### src/rtl/debug_pkg.sv
// ---------------------------------------------------------------------------
// debug_pkg
// Shared types and default timing constants for the debug button path.
//   btn_state_t        : per-channel debounce FSM state
//   DEF_DEBOUNCE_CYCLES: 10 ms at the 27 MHz board clock
//   DEF_LONG_CYCLES    : 500 ms at the 27 MHz board clock
// ---------------------------------------------------------------------------
package debug_pkg;

    typedef enum logic [1:0] {
        RELEASED     = 2'd0,
        PRESS_WAIT   = 2'd1,
        PRESSED      = 2'd2,
        RELEASE_WAIT = 2'd3
    } btn_state_t;

    localparam int BOARD_CLK_HZ        = 27_000_000;
    localparam int DEF_DEBOUNCE_CYCLES = BOARD_CLK_HZ / 100;  // 10 ms
    localparam int DEF_LONG_CYCLES     = BOARD_CLK_HZ / 2;    // 500 ms

endpackage

### src/rtl/debug_btn_channel.sv
// ---------------------------------------------------------------------------
// debug_btn_channel
// One button channel: 2-flop synchroniser, debounce FSM, optional hold
// counter for long-press detection. All outputs are registered.
// Ports:
//   clk_i      system clock
//   rst_i      asynchronous active-high reset
//   raw_i      raw pin, asynchronous to clk_i
//   level_o    debounced state, 1 = pressed
//   press_o    1-cycle pulse when a press is accepted
//   release_o  1-cycle pulse when a release is accepted
//   long_o     1-cycle pulse once per press after LONG_CYCLES held
// ---------------------------------------------------------------------------
module debug_btn_channel
    import debug_pkg::*;
#(
    parameter int ACTIVE_LOW      = 1,
    parameter int DEBOUNCE_CYCLES = DEF_DEBOUNCE_CYCLES,
    parameter int LONG_CYCLES     = DEF_LONG_CYCLES
) (
    input  logic clk_i,
    input  logic rst_i,
    input  logic raw_i,
    output logic level_o,
    output logic press_o,
    output logic release_o,
    output logic long_o
);

    localparam int             DW       = $clog2(DEBOUNCE_CYCLES + 1);
    localparam logic [DW-1:0]  DEB_LAST = DW'(DEBOUNCE_CYCLES - 1);
    // Synchroniser holds the raw pin value; released level is 1 when active-low.
    localparam logic [1:0]     SYNC_REL = (ACTIVE_LOW != 0) ? 2'b11 : 2'b00;

    btn_state_t    state_q;
    logic [1:0]    sync_q;
    logic [DW-1:0] deb_cnt_q;
    logic          level_q;
    logic          press_q;
    logic          release_q;
    logic          s;

    // Pressed-polarity view of the synchronised pin.
    assign s = (ACTIVE_LOW != 0) ? ~sync_q[1] : sync_q[1];

    always_ff @(posedge clk_i or posedge rst_i) begin
        if (rst_i) begin
            sync_q    <= SYNC_REL;
            state_q   <= RELEASED;
            deb_cnt_q <= '0;
            level_q   <= 1'b0;
            press_q   <= 1'b0;
            release_q <= 1'b0;
        end else begin
            sync_q    <= {sync_q[0], raw_i};
            press_q   <= 1'b0;
            release_q <= 1'b0;
            case (state_q)
                RELEASED: begin
                    if (s) begin
                        deb_cnt_q <= '0;
                        state_q   <= PRESS_WAIT;
                    end
                end
                PRESS_WAIT: begin
                    if (!s) begin
                        state_q <= RELEASED;
                    end else if (deb_cnt_q == DEB_LAST) begin
                        state_q <= PRESSED;
                        level_q <= 1'b1;
                        press_q <= 1'b1;
                    end else begin
                        deb_cnt_q <= deb_cnt_q + 1'b1;
                    end
                end
                PRESSED: begin
                    if (!s) begin
                        deb_cnt_q <= '0;
                        state_q   <= RELEASE_WAIT;
                    end
                end
                RELEASE_WAIT: begin
                    if (s) begin
                        state_q <= PRESSED;
                    end else if (deb_cnt_q == DEB_LAST) begin
                        state_q   <= RELEASED;
                        level_q   <= 1'b0;
                        release_q <= 1'b1;
                    end else begin
                        deb_cnt_q <= deb_cnt_q + 1'b1;
                    end
                end
                default: state_q <= RELEASED;
            endcase
        end
    end

    generate
        if (LONG_CYCLES > 0) begin : g_long
            localparam int            HW       = $clog2(LONG_CYCLES + 1);
            localparam logic [HW-1:0] HOLD_MAX = HW'(LONG_CYCLES);

            logic [HW-1:0] hold_cnt_q;
            logic          long_q;

            // Counts cycles spent in PRESSED only, so a bounce into
            // RELEASE_WAIT freezes the count and a return resumes it.
            // Clearing throughout PRESS_WAIT yields 0 on press acceptance.
            always_ff @(posedge clk_i or posedge rst_i) begin
                if (rst_i) begin
                    hold_cnt_q <= '0;
                    long_q     <= 1'b0;
                end else begin
                    long_q <= 1'b0;
                    if (state_q == PRESS_WAIT) begin
                        hold_cnt_q <= '0;
                    end else if (state_q == PRESSED && hold_cnt_q != HOLD_MAX) begin
                        hold_cnt_q <= hold_cnt_q + 1'b1;
                        if (hold_cnt_q == HOLD_MAX - 1'b1) long_q <= 1'b1;
                    end
                end
            end

            assign long_o = long_q;
        end else begin : g_no_long
            assign long_o = 1'b0;
        end
    endgenerate

    assign level_o   = level_q;
    assign press_o   = press_q;
    assign release_o = release_q;

endmodule

### src/rtl/debug_btn_conditioner.sv
// ---------------------------------------------------------------------------
// debug_btn_conditioner
// Synchronises and debounces the debug push buttons and produces clean
// levels plus single-cycle press / release / long-press events.
// Ports:
//   clk          system clock
//   rst          asynchronous active-high reset
//   btn_raw      raw button pins (index 0 = btnA, 1 = btnB)
//   btn_level    debounced state, 1 = pressed
//   btn_press    1-cycle pulse on accepted press
//   btn_release  1-cycle pulse on accepted release
//   btn_long     1-cycle pulse once per press after LONG_CYCLES held
// ---------------------------------------------------------------------------
module debug_btn_conditioner
    import debug_pkg::*;
#(
    parameter int NUM_BTN         = 2,
    parameter int ACTIVE_LOW      = 1,
    parameter int DEBOUNCE_CYCLES = DEF_DEBOUNCE_CYCLES,
    parameter int LONG_CYCLES     = DEF_LONG_CYCLES
) (
    input  logic               clk,
    input  logic               rst,
    input  logic [NUM_BTN-1:0] btn_raw,
    output logic [NUM_BTN-1:0] btn_level,
    output logic [NUM_BTN-1:0] btn_press,
    output logic [NUM_BTN-1:0] btn_release,
    output logic [NUM_BTN-1:0] btn_long
);

    generate
        for (genvar i = 0; i < NUM_BTN; i++) begin : g_ch
            debug_btn_channel #(
                .ACTIVE_LOW      (ACTIVE_LOW),
                .DEBOUNCE_CYCLES (DEBOUNCE_CYCLES),
                .LONG_CYCLES     (LONG_CYCLES)
            ) u_ch (
                .clk_i     (clk),
                .rst_i     (rst),
                .raw_i     (btn_raw[i]),
                .level_o   (btn_level[i]),
                .press_o   (btn_press[i]),
                .release_o (btn_release[i]),
                .long_o    (btn_long[i])
            );
        end
    endgenerate

endmodule

### config.mk
export PLATFORM = sky130hd
export DESIGN_NAME = debug_btn_conditioner
export DESIGN_NICKNAME = d
export VERILOG_FILES = /design/src/rtl/debug_pkg.sv /design/src/rtl/debug_btn_channel.sv /design/src/rtl/debug_btn_conditioner.sv
export SDC_FILE = /design/constraint.sdc
export NUM_CORES = 1
export LEC_CHECK = 0
export CAP_MARGIN = 20
export CORE_MARGIN = 3
export CORE_UTILIZATION = 40
export DETAILED_ROUTE_END_ITERATION = 8
export PLACE_DENSITY = 0.53
export SLEW_MARGIN = 20
export SYNTH_ARGS = -nofsm -noshare
export SYNTH_HDL_FRONTEND = slang
export SYNTH_SLANG_ARGS = --single-unit
### constraint.sdc
create_clock -name clk -period 4.42 [get_ports clk]
set_input_delay 0.884 -clock clk [delete_from_list [all_inputs] [get_ports clk]]
set_output_delay 0.884 -clock clk [all_outputs]
set_load 0.01 [all_outputs]
---- After elaboration in Yosys (flattened, before gate mapping) ----
Cells that the tools add are included.
operators by class
  add/subtract/negate cells ............... 4
  muxes and demuxes ....................... 56
  equal/unequal tests ..................... 28
  reduce and logical (&&, ||, !) cells .... 14
operators with widths
  cell                                            number
  2-to-1 mux 19 bit                               10
  case mux 19 bit (4 select lines)                2
  2-to-1 mux 24 bit                               4
  adder 24 x 1 -> 24 bit (second input constant)  2
  == test 24 bit (second input constant)          2
  != test 24 bit (second input constant)          2
  adder 19 x 1 -> 19 bit (second input constant)  2
  == test 19 bit (second input constant)          2
  2-to-1 mux 1 bit                                24
  2-to-1 mux 2 bit                                12
  != test 2 x 1 -> 1 bit (second input constant)  8
  case mux 2 bit (4 select lines)                 2
  AND reduction 4 bit                             4
  AND reduction 5 bit                             2
  == test 2 bit (second input constant)           4
  != test 2 bit (second input constant)           4
  nonzero test 2 bit                              4
  != test 3 x 1 -> 1 bit (second input constant)  2
  != test 3 bit (second input constant)           2
  == test 2 x 1 -> 1 bit (second input constant)  2
  logical NOT 2 bit                               2
  case mux 1 bit (2 select lines)                 2
  logical AND 1 bit                               2
word-level totals
  register bits ........................... 102
  output and inout port bits .............. 8
  word-level logic and storage cells ...... 118

---- Longest topological paths before layout ----
Gate-level depths: netlist of run 1.
  depth in word-level cells ............... 4
  mapped depth ............................ 6

---- By module ----
A second synthesis of run 1 with hierarchy kept.
second synthesis, totals
  cells, all modules ...................... 612
  area, all modules ....................... 5,701.7 um2
by module, submodules not included
  module                             cells each  times used  area an instance (um2)
  debug_btn_channel at g_ch[0].u_ch  311         1           2,910.3
  debug_btn_channel at g_ch[1].u_ch  301         1           2,791.4

---- Worst setup path after synthesis of run 1 ----
No wires, ideal clock.
  kind .................................... register to register
  from .................................... register g_ch[0].u_ch.deb_cnt_q[13]
  to ...................................... register g_ch[0].u_ch.level_q
  path slack .............................. 2.168 ns
  cell stages (with the launch flop) ...... 7
  arrival ................................. 2.128 ns
  buffers on the path ..................... 2
  period minus slack after synthesis ...... 2.252 ns
  path through ............................ dfrtp_1 or4b_1 or4_1 buf_2 or2_0 buf_2 a211o_1
between the ends
  word-level cells in the longest chain between the ends .. 3
ends and longest elaborated chain
  what                               RTL line                                          RTL
  start, declared                    debug_btn_channel.sv:37                           logic [DW-1:0] deb_cnt_q;
  start signal, assigned             debug_btn_channel.sv:73                           deb_cnt_q <= deb_cnt_q + 1'b1;
  start signal, assigned             debug_btn_channel.sv:90                           deb_cnt_q <= deb_cnt_q + 1'b1;
  == test 19 bit (*)                 debug_btn_channel.sv:68, debug_btn_channel.sv:85
  != test 2 x 1 -> 1 bit (no line)   --
  AND reduction 5 bit (no line) (*)  --
  end signal, assigned               debug_btn_channel.sv:51                           level_q <= 1'b0;
  end signal, assigned               debug_btn_channel.sv:70                           level_q <= 1'b1;
  end signal, assigned               debug_btn_channel.sv:87                           level_q <= 1'b0;
  end, declared                      debug_btn_channel.sv:38                           logic level_q;
Every way passes the cells marked *; elsewhere a longest branch is shown, timed or not.
A chain may end at the register's enable or synchronous reset.

---- Final worst setup path of run 1 ----
  from .................................... register g_ch[0].u_ch.state_q[0]
  to ...................................... register g_ch[0].u_ch.g_long.hold_cnt_q[1]
between the ends
  word-level cells in the longest chain between the ends .. 3
ends and longest elaborated chain
  what                          RTL line                  RTL
  start, declared               debug_btn_channel.sv:35   btn_state_t state_q;
  start signal, assigned        debug_btn_channel.sv:49   state_q <= RELEASED;
  start signal, assigned        debug_btn_channel.sv:62   state_q <= PRESS_WAIT;
  start signal, assigned        debug_btn_channel.sv:67   state_q <= RELEASED;
  == test 2 bit                 debug_btn_channel.sv:117  end else if (state_q == PRESSED && hold_cnt_q != HOLD_MAX) begin
  logical AND 1 bit             debug_btn_channel.sv:117
  nonzero test 2 bit (no line)  --
  end signal, assigned          debug_btn_channel.sv:118  hold_cnt_q <= hold_cnt_q + 1'b1;
  end, declared                 debug_btn_channel.sv:103  logic [HW-1:0] hold_cnt_q;
Several ways; a longest one is shown, not always the timed one.

==> results of run 1 <==
[sequential cells by signal (all words and copies together) (netlist names), named ones only]
name and count:
g_ch.u_ch.release_o 2, g_ch.u_ch.deb_cnt_q 38, g_ch.u_ch.long_o 2, g_ch.u_ch.sync_q 4, g_ch.u_ch.g_long.hold_cnt_q 48, g_ch.u_ch.level_o 2
g_ch.u_ch.state_q 2, g_ch.u_ch.press_o 2
[worst min path at each step]
| stage | start | to | slack, ns | cells past startpoint |
|---|---|---|---|---|
| 2_1_floorplan | g_ch[0].u_ch.sync_q[0] | g_ch[0].u_ch.sync_q[1] | 0.35 | 0 |
| 3_3_place_gp | g_ch[0].u_ch.sync_q[0] | g_ch[0].u_ch.sync_q[1] | 0.35 | 0 |
| 3_5_place_dp | g_ch[1].u_ch.sync_q[0] | g_ch[1].u_ch.sync_q[1] | 0.35 | 0 |
| 4_1_cts | g_ch[1].u_ch.sync_q[0] | g_ch[1].u_ch.sync_q[1] | 0.35 | 0 |
| 5_1_grt | g_ch[1].u_ch.sync_q[0] | g_ch[1].u_ch.sync_q[1] | 0.35 | 0 |
| 6_report | g_ch[1].u_ch.sync_q[0] | g_ch[1].u_ch.sync_q[1] | 0.35 | 0 |
[metal layers]
layer  GRT usage [%]  up-vias  part of all wire [%]
li1                -     2198                     -
met5               0        -                     0
met4           4.498        0                   1.0
met1           22.36     2155                    51
met2           25.31       43                    45
met3           4.723        9                   3.0
[worst max-delay path, cell delays in order, from the launching register on]
cell and delay, ns:
sky130_fd_sc_hd__dfrtp_1 0.86, sky130_fd_sc_hd__inv_1 0.42, sky130_fd_sc_hd__nor2_1 0.76, sky130_fd_sc_hd__nor2_1 0.07
sky130_fd_sc_hd__mux2_2 0.29
[Yosys cell counts (8+ instances only)]
cell type / count
sky130_fd_sc_hd__nor3_1: 19
sky130_fd_sc_hd__and2_1: 8
sky130_fd_sc_hd__o211ai_1: 17
sky130_fd_sc_hd__nand2_1: 78
sky130_fd_sc_hd__and4_1: 12
sky130_fd_sc_hd__dfrtp_1: 98
sky130_fd_sc_hd__nor2_1: 38
sky130_fd_sc_hd__nand4_1: 22
sky130_fd_sc_hd__clkbuf_1: 30
sky130_fd_sc_hd__or4_1: 14
sky130_fd_sc_hd__nor4_1: 14
sky130_fd_sc_hd__and3_1: 12
sky130_fd_sc_hd__a21oi_1: 20
sky130_fd_sc_hd__buf_4: 8
sky130_fd_sc_hd__nand3_1: 46
sky130_fd_sc_hd__o21ai_0: 23
sky130_fd_sc_hd__o31ai_1: 10
sky130_fd_sc_hd__mux2i_1: 32
sky130_fd_sc_hd__inv_1: 15
[logic make-up (layout without fill, tap and decap cells)]
| logic type | count (synthesis) | after routing | synth area share [%] |
|---|---|---|---|
| simple gates | 289 | 289 | 27.45 |
| fa+ha+maj | 6 | 6 | 1.355 |
| buf+inv | 56 | 47 | 4.382 |
| compound gates | 101 | 101 | 12.24 |
| mux | 34 | 34 | 6.189 |
| xor+xnor | 14 | 14 | 2.214 |
| flops | 102 | 102 | 46.17 |
[per-stage QoR]
stage / util, % / cells / power [mW]
floorplan: - / 602 / 1.024
global placement: 42.68 / 753 / 1.048
detailed placement: 42.68 / 753 / 1.050
CTS: 44.86 / 769 / 1.847
global route: 44.86 / 769 / 1.907
finish: 44.86 / 769 / 1.814
[cell type report]
| type | count | area [µm²] |
|---|---|---|
| clock buffer | 9 | 225.2 |
| clock inverter | 7 | 67.56 |
| fill | 1278 | 7388 |
| inverter | 16 | 62.56 |
| multi-input combinational | 444 | 2739 |
| sequential | 102 | 2557 |
| tap | 176 | 220.2 |
| timing repair buffer | 15 | 140.1 |
[power breakdown]
group / switching (mW) / internal [mW] / total [mW]
registers: 0.0180 / 0.943 / 0.961
logic: 0.0493 / 0.0185 / 0.0678
clock network: 0.389 / 0.396 / 0.785
total: 0.456 / 1.36 / 1.81
[placed cells by master, fill, tap and decap left out, types with 4 or more instances in the layout]
master | synthesis | routed
sky130_fd_sc_hd__nor4_1 | 14 | 14
sky130_fd_sc_hd__and4_1 | 12 | 12
sky130_fd_sc_hd__clkdlybuf4s50_1 | 0 | 11
sky130_fd_sc_hd__buf_4 | 8 | 4
sky130_fd_sc_hd__and3_1 | 12 | 12
sky130_fd_sc_hd__or4_1 | 14 | 14
sky130_fd_sc_hd__and2_1 | 8 | 8
sky130_fd_sc_hd__nand2_1 | 78 | 78
sky130_fd_sc_hd__or3_1 | 7 | 7
sky130_fd_sc_hd__clkbuf_16 | 0 | 9
sky130_fd_sc_hd__a31oi_1 | 5 | 5
sky130_fd_sc_hd__o311ai_0 | 4 | 4
sky130_fd_sc_hd__a211o_1 | 4 | 4
sky130_fd_sc_hd__o31ai_1 | 10 | 10
sky130_fd_sc_hd__o21ai_0 | 23 | 23
sky130_fd_sc_hd__mux2i_1 | 32 | 32
sky130_fd_sc_hd__dfrtp_1 | 98 | 98
sky130_fd_sc_hd__nand3_1 | 46 | 46
sky130_fd_sc_hd__dfstp_2 | 4 | 4
sky130_fd_sc_hd__nand4_1 | 22 | 22
sky130_fd_sc_hd__nor3_1 | 19 | 19
sky130_fd_sc_hd__inv_1 | 15 | 14
sky130_fd_sc_hd__a21oi_1 | 20 | 20
sky130_fd_sc_hd__xor2_1 | 7 | 7
sky130_fd_sc_hd__xnor2_1 | 7 | 7
sky130_fd_sc_hd__ha_1 | 6 | 6
sky130_fd_sc_hd__nor2_1 | 38 | 38
sky130_fd_sc_hd__o211ai_1 | 17 | 17
sky130_fd_sc_hd__nor4b_1 | 5 | 5
==> impl_metrics.prom, run 1 <==
# TYPE chip_impl_metric gauge
chip_impl_metric{name="diodes",unit=""} 0
chip_impl_info{name="grt_setup_unrepaired",value="no"} 1
chip_impl_metric{name="post-route-worst-setup-slack",unit="ns"} 1.898
chip_impl_metric{name="place_congestion",unit=""} 0.7639
chip_impl_metric{name="via_count_of_the_first_global_routing_pass",unit=""} 4042
chip_impl_metric{name="post_synthesis_register_bit_count",unit=""} 102
chip_impl_metric{name="yosysWarnings",unit=""} 0
chip_impl_metric{name="worst_slew_pin_tran",unit="ns"} 0.8613
chip_impl_metric{name="report.final.slew_viol_count",unit=""} 0
chip_impl_metric{name="pin_count_of_the_biggest_net_entering_global_routing",unit=""} 60
chip_impl_metric{name="ios",unit=""} 12
chip_impl_metric{name="port_buffers",unit=""} 11
chip_impl_metric{name="holdWs",unit="ns"} 0.3500
chip_impl_metric{name="yosys.cell_types.count",unit=""} 54
chip_impl_info{name="crit-reg2reg-launch",value="g_ch[0].u_ch.state_q[0]"} 1
chip_impl_info{name="ctsRootBufferMaster",value="sky130_fd_sc_hd__clkbuf_16"} 1
chip_impl_metric{name="achievable-frequency",unit="MHz"} 396.5
chip_impl_metric{name="seq_area_frac_synth",unit="%"} 46.17
chip_impl_metric{name="synthArstFlopShare",unit="%"} 100.0
chip_impl_metric{name="syn-num-nets",unit=""} 612
chip_impl_metric{name="cts_resized",unit=""} 0
chip_impl_metric{name="fp.dieH",unit="µm"} 123.7
chip_impl_metric{name="tritoncts_num_sinks",unit=""} 102
chip_impl_metric{name="gr-total-overflow",unit=""} 0
chip_impl_metric{name="worst_clock_skew",unit="ns"} 0.01123
chip_impl_info{name="synth.area.top_cells",value="sky130_fd_sc_hd__dfrtp_1, sky130_fd_sc_hd__mux2i_1, sky130_fd_sc_hd__nand2_1"} 1
chip_impl_metric{name="clk_transition_reported_paths",unit="ns"} 0.07
chip_impl_metric{name="post-route-drc-count",unit=""} 0
chip_impl_metric{name="worst-path-max-fanout",unit=""} 27
chip_impl_metric{name="insertion_delay",unit="ns"} 0.36
chip_impl_metric{name="fin_nets",unit=""} 598
chip_impl_metric{name="grt_pass1_wl",unit="mm"} 19.88
chip_impl_metric{name="synth.avg_cell_area",unit="µm²"} 9.201
chip_impl_info{name="cts_tree",value="yes"} 1
chip_impl_metric{name="syn_to_final_growth",unit="%"} 8.539
chip_impl_info{name="crit_start",value="g_ch[0].u_ch.state_q[0]"} 1
chip_impl_metric{name="track_usage",unit="%"} 16.33
chip_impl_info{name="run_status",value="finished clean"} 1
chip_impl_info{name="endpoint",value="g_ch[0].u_ch.g_long.hold_cnt_q[1]"} 1
chip_impl_metric{name="dpl-instance-area",unit="µm²"} 5719
chip_impl_metric{name="remaining_number_of_nets_flagged_by_the_antenna_check_after_routing",unit=""} 0
chip_impl_info{name="setup.worst_path.start_class",value="flip-flop"} 1
chip_impl_metric{name="totalNegativeSetupSlack",unit="ns"} 0
chip_impl_metric{name="power_dens_cells",unit="nW/µm²"} 301.7
chip_impl_metric{name="route.detailed.wl_per_inst",unit="µm"} 15.48
chip_impl_metric{name="worst-endpoint-required",unit="ns"} 4.66
chip_impl_metric{name="setup_violations",unit=""} 0
chip_impl_metric{name="clk_path_buf_depth",unit=""} 2
chip_impl_metric{name="timing.slew.headroom",unit="%"} 42.37
chip_impl_metric{name="cp.arrival",unit="ns"} 2.76
chip_impl_metric{name="syn-instance-count",unit=""} 602
chip_impl_metric{name="cts-hold-fix-buffers",unit=""} 0
chip_impl_metric{name="tritoncts.num_buffers",unit=""} 9
chip_impl_metric{name="core_region_area",unit="µm²"} 13400
chip_impl_metric{name="vias_after_detailed_routing",unit=""} 4405
chip_impl_metric{name="drtPass1Iterations",unit=""} 5
chip_impl_metric{name="postLayoutCellArea",unit="µm²"} 6012
chip_impl_metric{name="reported_leakage_power",unit="nW"} 2.506
chip_impl_metric{name="place_worst_setup_slack",unit="ns"} 1.915
chip_impl_metric{name="max_cap_viol_count",unit=""} 0
chip_impl_metric{name="routed_via_density",unit=""} 5.728
chip_impl_metric{name="drt_wl_total",unit="mm"} 11.90
chip_impl_metric{name="reg2reg_slack",unit="ns"} 1.90
chip_impl_metric{name="irDropWorstVdd",unit="V"} 0.0002136
chip_impl_info{name="worstSetupEndpointType",value="flip-flop"} 1
chip_impl_metric{name="post-cts-setup-buffer-count",unit=""} 0
chip_impl_metric{name="layout_min_cycle_time",unit="ns"} 2.522
chip_impl_metric{name="post_synth_top_area_share",unit="%"} 44.27
chip_impl_metric{name="drt_iter0_markers",unit=""} 328
chip_impl_info{name="critical_r2r_capture",value="g_ch[0].u_ch.g_long.hold_cnt_q[1]"} 1
chip_impl_metric{name="final_layout_size_suffix_gt1_share",unit="%"} 4.722
chip_impl_metric{name="ctsHtreeMaxLevel",unit=""} 3
chip_impl_info{name="crit_type",value="flip-flop to flip-flop"} 1
chip_impl_info{name="min_path_type",value="flip-flop to flip-flop"} 1
chip_impl_metric{name="period_share",unit="%"} 57.06
chip_impl_metric{name="post_synth_instance_area",unit="µm²"} 5539
chip_impl_metric{name="detailedPlacementHpwl",unit="mm"} 8.022
chip_impl_metric{name="dieArea",unit="µm²"} 15300
chip_impl_metric{name="timing.reg2reg.worst_path_depth",unit=""} 4
chip_impl_metric{name="row_count",unit=""} 42
chip_impl_metric{name="number_of_enable_flip_flop_cells_after_synthesis",unit=""} 0
chip_impl_metric{name="start_util",unit="%"} 41.34
chip_impl_metric{name="final_hold_viol_count",unit=""} 0
chip_impl_metric{name="die_width",unit="µm"} 123.7
chip_impl_info{name="postSynth.topFlopCell",value="sky130_fd_sc_hd__dfrtp_1"} 1
chip_impl_metric{name="number_of_antenna_violations_at_the_first_check_in_global_routing",unit=""} 0
chip_impl_info{name="synth.largest_area_cell",value="sky130_fd_sc_hd__dfrtp_1"} 1
Power figures use the tool's default switching activity.
==> run 2, diff against run 1 <==
--- a/config.mk
+++ b/config.mk
@@ -9,7 +9,7 @@
 export CORE_MARGIN = 3
 export CORE_UTILIZATION = 40
 export DETAILED_ROUTE_END_ITERATION = 8
-export PLACE_DENSITY = 0.53
+export PLACE_DENSITY = 0.55
 export SLEW_MARGIN = 20
 export SYNTH_ARGS = -nofsm -noshare
 export SYNTH_HDL_FRONTEND = slang
==> constraint.sdc (replaced) <==
create_clock -name clk -period 2.2 [get_ports clk]
set_input_delay 0.44 -clock clk [delete_from_list [all_inputs] [get_ports clk]]
set_output_delay 0.44 -clock clk [all_outputs]
set_load 0.01 [all_outputs]
==> run 2 against run 1 <==
Against the previous run:
- total power up 110%
- clock skew fell by 0.00067 ns
- critical path depth unchanged
- first-iteration DRC count rose by 16%
- combinational power grew 150%
- die area stayed put
- sequential share of layout area shrank 2.0 points
- non-clock buffer count up 31
- core utilization rose by 2.2 points
- sequential power is 100% higher
- critical path type unchanged
- critical endpoint is now g_ch[0].u_ch.level_o
- largest cell class unchanged
- highest routed layer unchanged
==> impl_metrics.prom, run 2 (synthesis gave the netlist of run 1 again) <==
# TYPE chip_impl_metric gauge
chip_impl_metric{name="ff_latch_area",unit="µm²"} 2557
chip_impl_info{name="crit-reg2reg-launch",value="g_ch[0].u_ch.deb_cnt_q[15]"} 1
chip_impl_metric{name="clk_transition_reported_paths",unit="ns"} 0.07
chip_impl_metric{name="cp.arrival",unit="ns"} 2.38
chip_impl_metric{name="layout.core_utilization",unit="%"} 47.07
chip_impl_metric{name="number_of_antenna_violations_at_the_first_check_in_global_routing",unit=""} 0
chip_impl_metric{name="post-cts-setup-buffer-count",unit=""} 0
chip_impl_metric{name="core_region_area",unit="µm²"} 13400
chip_impl_metric{name="remaining_number_of_nets_flagged_by_the_antenna_check_after_routing",unit=""} 0
chip_impl_info{name="setup.worst_path.start_class",value="flip-flop"} 1
chip_impl_metric{name="achievable-frequency",unit="MHz"} 466.2
chip_impl_metric{name="max_cap_viol_count",unit=""} 0
chip_impl_metric{name="timing.slew.headroom",unit="%"} 62.90
chip_impl_metric{name="detailedPlacementHpwl",unit="mm"} 8.298
chip_impl_info{name="most-common-layout-cells",value="sky130_fd_sc_hd__dfrtp_1, sky130_fd_sc_hd__nand2_1, sky130_fd_sc_hd__nand3_1"} 1
chip_impl_metric{name="pin_count_of_the_biggest_net_entering_global_routing",unit=""} 103
chip_impl_metric{name="totalNegativeSetupSlack",unit="ns"} 0
chip_impl_metric{name="power_dens_cells",unit="nW/µm²"} 607.5
chip_impl_info{name="crit_type",value="flip-flop to flip-flop"} 1
chip_impl_metric{name="syn_to_final_growth",unit="%"} 13.87
chip_impl_metric{name="grt_pass1_wl",unit="mm"} 21.38
chip_impl_info{name="max_flop_register",value="g_ch.u_ch.g_long.hold_cnt_q"} 1
chip_impl_metric{name="row_count",unit=""} 42
chip_impl_info{name="worstHoldStart",value="g_ch[0].u_ch.sync_q[0]"} 1
chip_impl_info{name="run_status",value="finished clean"} 1
chip_impl_metric{name="final_layout_size_suffix_gt1_share",unit="%"} 10.10
chip_impl_metric{name="multi_input_comb_area",unit="µm²"} 2758
chip_impl_metric{name="route.detailed.wl_per_inst",unit="µm"} 15.38
chip_impl_metric{name="track_usage",unit="%"} 17.32
chip_impl_metric{name="gr-total-overflow",unit=""} 0
chip_impl_metric{name="worst_clock_skew",unit="ns"} 0.01056
chip_impl_info{name="cts_tree",value="yes"} 1
chip_impl_info{name="layout_top_registers",value="g_ch.u_ch.g_long.hold_cnt_q (48), g_ch.u_ch.deb_cnt_q (38), g_ch.u_ch.sync_q (4)"} 1
chip_impl_metric{name="slowest_stage_delay_on_critical_path",unit="ns"} 0.56
chip_impl_metric{name="port_buffers",unit=""} 11
chip_impl_metric{name="via_count_of_the_first_global_routing_pass",unit=""} 4397
chip_impl_metric{name="post-route-drc-count",unit=""} 0
chip_impl_metric{name="post-route-worst-setup-slack",unit="ns"} 0.05507
chip_impl_metric{name="drt_wl_total",unit="mm"} 12.31
chip_impl_metric{name="start_util",unit="%"} 41.34
chip_impl_metric{name="tritoncts.num_buffers",unit=""} 9
chip_impl_metric{name="routed_via_density",unit=""} 5.694
chip_impl_metric{name="fin_nets",unit=""} 629
chip_impl_info{name="critical_path.top_delay_family",value="simple AND/OR/NAND/NOR gates"} 1
chip_impl_info{name="ctsRootBufferMaster",value="sky130_fd_sc_hd__clkbuf_16"} 1
chip_impl_info{name="min_path_type",value="flip-flop to flip-flop"} 1
chip_impl_metric{name="fillCellCount",unit=""} 1304
chip_impl_info{name="mostFrequentLayoutCell",value="sky130_fd_sc_hd__dfrtp_1"} 1
chip_impl_metric{name="drtPass1Iterations",unit=""} 4
chip_impl_metric{name="vias_after_detailed_routing",unit=""} 4555
chip_impl_metric{name="layout_min_cycle_time",unit="ns"} 2.145
chip_impl_metric{name="worst_slew_pin_tran",unit="ns"} 0.5565
chip_impl_metric{name="irDropWorstVdd",unit="V"} 0.0003564
chip_impl_metric{name="timing.critical_path.buf_inv",unit=""} 0
chip_impl_metric{name="worst-path-max-fanout",unit=""} 6
chip_impl_metric{name="place_worst_setup_slack",unit="ns"} -0.02814
chip_impl_metric{name="largest_register_ff_count",unit=""} 48
chip_impl_metric{name="insertion_delay",unit="ns"} 0.35
chip_impl_metric{name="cts-hold-fix-buffers",unit=""} 0
chip_impl_metric{name="place_congestion",unit=""} 0.8025
chip_impl_metric{name="ctsHtreeMaxLevel",unit=""} 3
chip_impl_metric{name="dieArea",unit="µm²"} 15300
chip_impl_info{name="worstSetupEndpointType",value="flip-flop"} 1
chip_impl_metric{name="setup_violations",unit=""} 0
chip_impl_metric{name="report.final.slew_viol_count",unit=""} 0
chip_impl_metric{name="die_width",unit="µm"} 123.7
chip_impl_metric{name="fp.dieH",unit="µm"} 123.7
chip_impl_metric{name="worst-endpoint-required",unit="ns"} 2.43
chip_impl_metric{name="reported_leakage_power",unit="nW"} 2.676
chip_impl_metric{name="period_share",unit="%"} 97.50
chip_impl_metric{name="final_hold_viol_count",unit=""} 0
chip_impl_info{name="timing.critical_path.slowest_stage_cell",value="sky130_fd_sc_hd__or4_1"} 1
chip_impl_metric{name="drt_iter0_markers",unit=""} 380
chip_impl_info{name="crit_start",value="g_ch[0].u_ch.deb_cnt_q[15]"} 1
chip_impl_metric{name="tritoncts_num_sinks",unit=""} 102
chip_impl_info{name="crit_chain",value="or4b_1 > or4_1 > or2_4 > a211o_1"} 1
chip_impl_metric{name="ios",unit=""} 12
chip_impl_metric{name="diodes",unit=""} 0
chip_impl_metric{name="clk_path_buf_depth",unit=""} 2
==> run 2: per-stage QoR <==
step	instances	power (mW)	hold WS [ns]	cell area (µm²)
after floorplan	602	2.059	0.3452	5544
after detailed placement	784	2.124	0.3513	5966
after global placement	784	2.120	0.3490	5966
after global routing	800	3.981	0.3654	6307
final	800	3.832	0.3593	6307
after CTS	800	3.891	0.3625	6296
==> run 2: power breakdown <==
| group | internal (mW) | leakage [nW] | switching [mW] |
|---|---|---|---|
| Clock | 1.00 | 0.152 | 0.746 |
| Combinational | 0.0502 | 1.12 | 0.117 |
| Sequential | 1.90 | 1.40 | 0.0224 |
==> run 2: final timing paths <==
kind / to / slack, ns / cells after the start
hold reg to reg: g_ch[0].u_ch.sync_q[1] / 0.36 / 0
hold / removal: g_ch[0].u_ch.sync_q[1] / 0.36 / 0
min in group asynchronous: g_ch[1].u_ch.deb_cnt_q[15] / 0.60 / 3
setup / recovery: g_ch[0].u_ch.level_o / 0.06 / 4
max in group asynchronous: g_ch[0].u_ch.level_o / 1.18 / 3
setup reg to reg: g_ch[0].u_ch.level_o / 0.06 / 4
==> run 2: area by class of cell <==
type	instances	area share, %
multi-input cells	444	43.72
flip-flops and latches	102	40.55
repair buffers	46	6.110
clock buffers	9	3.571
well taps	176	3.491
clock inverters	7	1.547
inverters	16	1.012
==> run 2: what timing repair did <==
item,4_1_cts,5_1_grt
endpoints found under the setup margin,2,2
endpoints found under the hold margin,0,0
resized for setup,3,2
cloned,0,0
==> run 2: per-layer routing <==
metal	vias up	share of wire (%)	track usage, %
met4	0	1.2	4.983
met1	2239	48	23.65
li1	2258	-	-
met3	8	2.8	3.451
met5	-	0	0
met2	50	48	27.95
==> run 3, diff against run 2 <==
--- a/config.mk
+++ b/config.mk
@@ -5,11 +5,14 @@
 export SDC_FILE = /design/constraint.sdc
 export NUM_CORES = 1
 export LEC_CHECK = 0
+export ABC_AREA = 0
 export CAP_MARGIN = 20
+export CELL_PAD_IN_SITES_DETAIL_PLACEMENT = 1
+export CELL_PAD_IN_SITES_GLOBAL_PLACEMENT = 2
 export CORE_MARGIN = 3
-export CORE_UTILIZATION = 40
+export CORE_UTILIZATION = 36
 export DETAILED_ROUTE_END_ITERATION = 8
-export PLACE_DENSITY = 0.55
+export PLACE_DENSITY = 0.74
 export SLEW_MARGIN = 20
 export SYNTH_ARGS = -nofsm -noshare
 export SYNTH_HDL_FRONTEND = slang
==> run 3 against run 2 <==
Against the previous run:
- cell count grew 2.0%
- highest routed layer unchanged
- fmax shrank 1.7%
- wire length grew 20%
- count of clock-buffer cells in the layout grew 3
==> impl_metrics.prom, run 3 (synthesis gave the netlist of run 1 again) <==
# TYPE chip_impl_metric gauge
chip_impl_metric{name="cts-hold-fix-buffers",unit=""} 0
chip_impl_metric{name="ctsHtreeMaxLevel",unit=""} 3
chip_impl_info{name="max_flop_register",value="g_ch.u_ch.g_long.hold_cnt_q"} 1
chip_impl_metric{name="worst_slew_pin_tran",unit="ns"} 0.6486
chip_impl_metric{name="via_count_of_the_first_global_routing_pass",unit=""} 5001
chip_impl_metric{name="tritoncts_num_sinks",unit=""} 102
chip_impl_metric{name="clk_path_buf_depth",unit=""} 2
chip_impl_info{name="worstHoldStart",value="g_ch[1].u_ch.sync_q[0]"} 1
chip_impl_metric{name="final_hold_viol_count",unit=""} 0
chip_impl_metric{name="report.final.slew_viol_count",unit=""} 0
chip_impl_info{name="min_path_type",value="flip-flop to flip-flop"} 1
chip_impl_metric{name="grt_pass1_wl",unit="mm"} 25.51
chip_impl_metric{name="start_util",unit="%"} 37.40
chip_impl_metric{name="reg2reg_slack",unit="ns"} 0.02
chip_impl_metric{name="core_region_area",unit="µm²"} 14810
chip_impl_metric{name="setup_violations",unit=""} 0
chip_impl_info{name="run_status",value="finished clean"} 1
chip_impl_metric{name="timing.slew.headroom",unit="%"} 56.60
chip_impl_metric{name="irDropWorstVdd",unit="V"} 0.0003624
chip_impl_info{name="critical_r2r_capture",value="g_ch[0].u_ch.level_o"} 1
chip_impl_metric{name="finalNonFillerCells",unit=""} 816
chip_impl_metric{name="fillCellCount",unit=""} 1709
chip_impl_metric{name="detailedPlacementHpwl",unit="mm"} 10.24
chip_impl_metric{name="worst_clock_skew",unit="ns"} 0.007650
chip_impl_info{name="ctsRootBufferMaster",value="sky130_fd_sc_hd__clkbuf_16"} 1
chip_impl_metric{name="number_of_antenna_violations_at_the_first_check_in_global_routing",unit=""} 0
chip_impl_metric{name="ios",unit=""} 12
chip_impl_metric{name="timing.reg2reg.worst_path_depth",unit=""} 4
chip_impl_metric{name="layout.core_utilization",unit="%"} 43.07
chip_impl_metric{name="tritoncts.num_buffers",unit=""} 9
chip_impl_metric{name="row_count",unit=""} 44
chip_impl_metric{name="worst-path-max-fanout",unit=""} 4
chip_impl_info{name="layout_top_registers",value="g_ch.u_ch.g_long.hold_cnt_q (48), g_ch.u_ch.deb_cnt_q (38), g_ch.u_ch.sync_q (4)"} 1
chip_impl_metric{name="dieArea",unit="µm²"} 16910
chip_impl_metric{name="fin_nets",unit=""} 637
chip_impl_metric{name="power_dens_cells",unit="nW/µm²"} 585.9
chip_impl_metric{name="syn_to_final_growth",unit="%"} 15.16
chip_impl_info{name="cts_tree",value="yes"} 1
chip_impl_metric{name="worst-endpoint-required",unit="ns"} 2.44
chip_impl_info{name="most-common-layout-cells",value="sky130_fd_sc_hd__dfrtp_1, sky130_fd_sc_hd__nand2_1, sky130_fd_sc_hd__nand3_1"} 1
chip_impl_info{name="setup.worst_path.start_class",value="flip-flop"} 1
chip_impl_metric{name="gr-total-overflow",unit=""} 0
chip_impl_metric{name="layout_min_cycle_time",unit="ns"} 2.182
chip_impl_metric{name="vias_after_detailed_routing",unit=""} 4781
chip_impl_metric{name="drt_iter0_markers",unit=""} 169
chip_impl_metric{name="drt_wl_total",unit="mm"} 14.81
chip_impl_metric{name="drtPass1Iterations",unit=""} 4
chip_impl_metric{name="routed_via_density",unit=""} 5.859
chip_impl_metric{name="insertion_delay",unit="ns"} 0.36
chip_impl_metric{name="multi_input_comb_area",unit="µm²"} 2771
chip_impl_metric{name="ff_latch_area",unit="µm²"} 2557
chip_impl_metric{name="cp.arrival",unit="ns"} 2.42
chip_impl_metric{name="period_share",unit="%"} 99.20
chip_impl_metric{name="largest_register_ff_count",unit=""} 48
chip_impl_metric{name="remaining_number_of_nets_flagged_by_the_antenna_check_after_routing",unit=""} 0
chip_impl_metric{name="clk_transition_reported_paths",unit="ns"} 0.07
chip_impl_metric{name="max_cap_viol_count",unit=""} 0
chip_impl_info{name="worstSetupEndpointType",value="flip-flop"} 1
chip_impl_metric{name="route.detailed.wl_per_inst",unit="µm"} 18.15
chip_impl_info{name="crit-reg2reg-launch",value="g_ch[0].u_ch.deb_cnt_q[13]"} 1
chip_impl_metric{name="track_usage",unit="%"} 18.85
chip_impl_metric{name="die_width",unit="µm"} 130.0
chip_impl_info{name="holdPathEnd",value="g_ch[1].u_ch.sync_q[1]"} 1
chip_impl_metric{name="holdPathStages",unit=""} 0
chip_impl_metric{name="reported_leakage_power",unit="nW"} 2.722
chip_impl_metric{name="pin_count_of_the_biggest_net_entering_global_routing",unit=""} 77
chip_impl_metric{name="final_layout_size_suffix_gt1_share",unit="%"} 11.08
chip_impl_metric{name="place_congestion",unit=""} 0.7748
chip_impl_metric{name="fp.dieH",unit="µm"} 130.0
chip_impl_info{name="mostFrequentLayoutCell",value="sky130_fd_sc_hd__dfrtp_1"} 1
chip_impl_info{name="crit_start",value="g_ch[0].u_ch.deb_cnt_q[13]"} 1
chip_impl_metric{name="post-route-drc-count",unit=""} 0
chip_impl_metric{name="cell_count_post_placement",unit=""} 798
chip_impl_metric{name="achievable-frequency",unit="MHz"} 458.2
chip_impl_metric{name="port_buffers",unit=""} 11
chip_impl_info{name="crit_type",value="flip-flop to flip-flop"} 1
chip_impl_metric{name="diodes",unit=""} 0
[run 3: how the worst max path moves through the flow]
stage	slack [ns]	end	depth (start not counted)
6_report	0.02	g_ch[0].u_ch.level_o	4
5_1_grt	-0.02	g_ch[0].u_ch.level_o	4
4_1_cts	0.008	g_ch[0].u_ch.deb_cnt_q[0]	5
3_5_place_dp	-0.08	g_ch[0].u_ch.deb_cnt_q[0]	5
3_3_place_gp	0.003	g_ch[0].u_ch.deb_cnt_q[0]	5
2_1_floorplan	-0.03	g_ch[0].u_ch.level_o	6
[run 3: report_power, final]
part	switching [mW]	leakage (nW)	internal [mW]
clock network	0.729	0.143	0.912
registers	0.0251	1.40	1.90
logic	0.124	1.18	0.0524
[run 3: what timing repair did]
item	in CTS	in global routing
endpoints found under the setup margin	5	4
cloned	0	0
resized for setup	4	3
pin swaps	0	5
buffers inserted	0	2
endpoints found under the hold margin	0	0
[run 3: metal layers]
metal	GRT usage, %	wire (µm)
met4	4.951	174
met2	31.83	7291
met1	24.63	6948
met3	4.052	396
met5	0	0
[run 3: stage by stage]
step / setup slack, ns / power [mW] / instance area, µm² / hold slack (ns) / TNS (ns)
floorplan: -0.02957 / 2.059 / 5544 / 0.3452 / -0.02957
global placement: 0.002874 / 2.127 / 6041 / 0.3472 / 0
detailed placement: -0.08374 / 2.137 / 6041 / 0.3500 / -0.2146
CTS: 0.007584 / 3.804 / 6347 / 0.3607 / 0
global route: -0.01887 / 3.898 / 6379 / 0.3615 / -0.05299
finish: 0.01755 / 3.738 / 6379 / 0.3596 / 0
[run 3: area by class of cell]
type | instances | share of cell area, %
sequential | 102 | 40.09
clock buffer | 12 | 3.864
timing repair buffer | 54 | 7.238
multi-input combinational | 444 | 43.45
clock inverter | 4 | 0.7454
inverter | 16 | 1.000
tap | 184 | 3.609
[run 3: critical path, cell delays in order (launching register included)]
cell and delay, ns:
sky130_fd_sc_hd__dfrtp_1 0.39, sky130_fd_sc_hd__or4b_4 0.54, sky130_fd_sc_hd__or4_4 0.55, sky130_fd_sc_hd__or2_4 0.30
sky130_fd_sc_hd__a211o_1 0.28
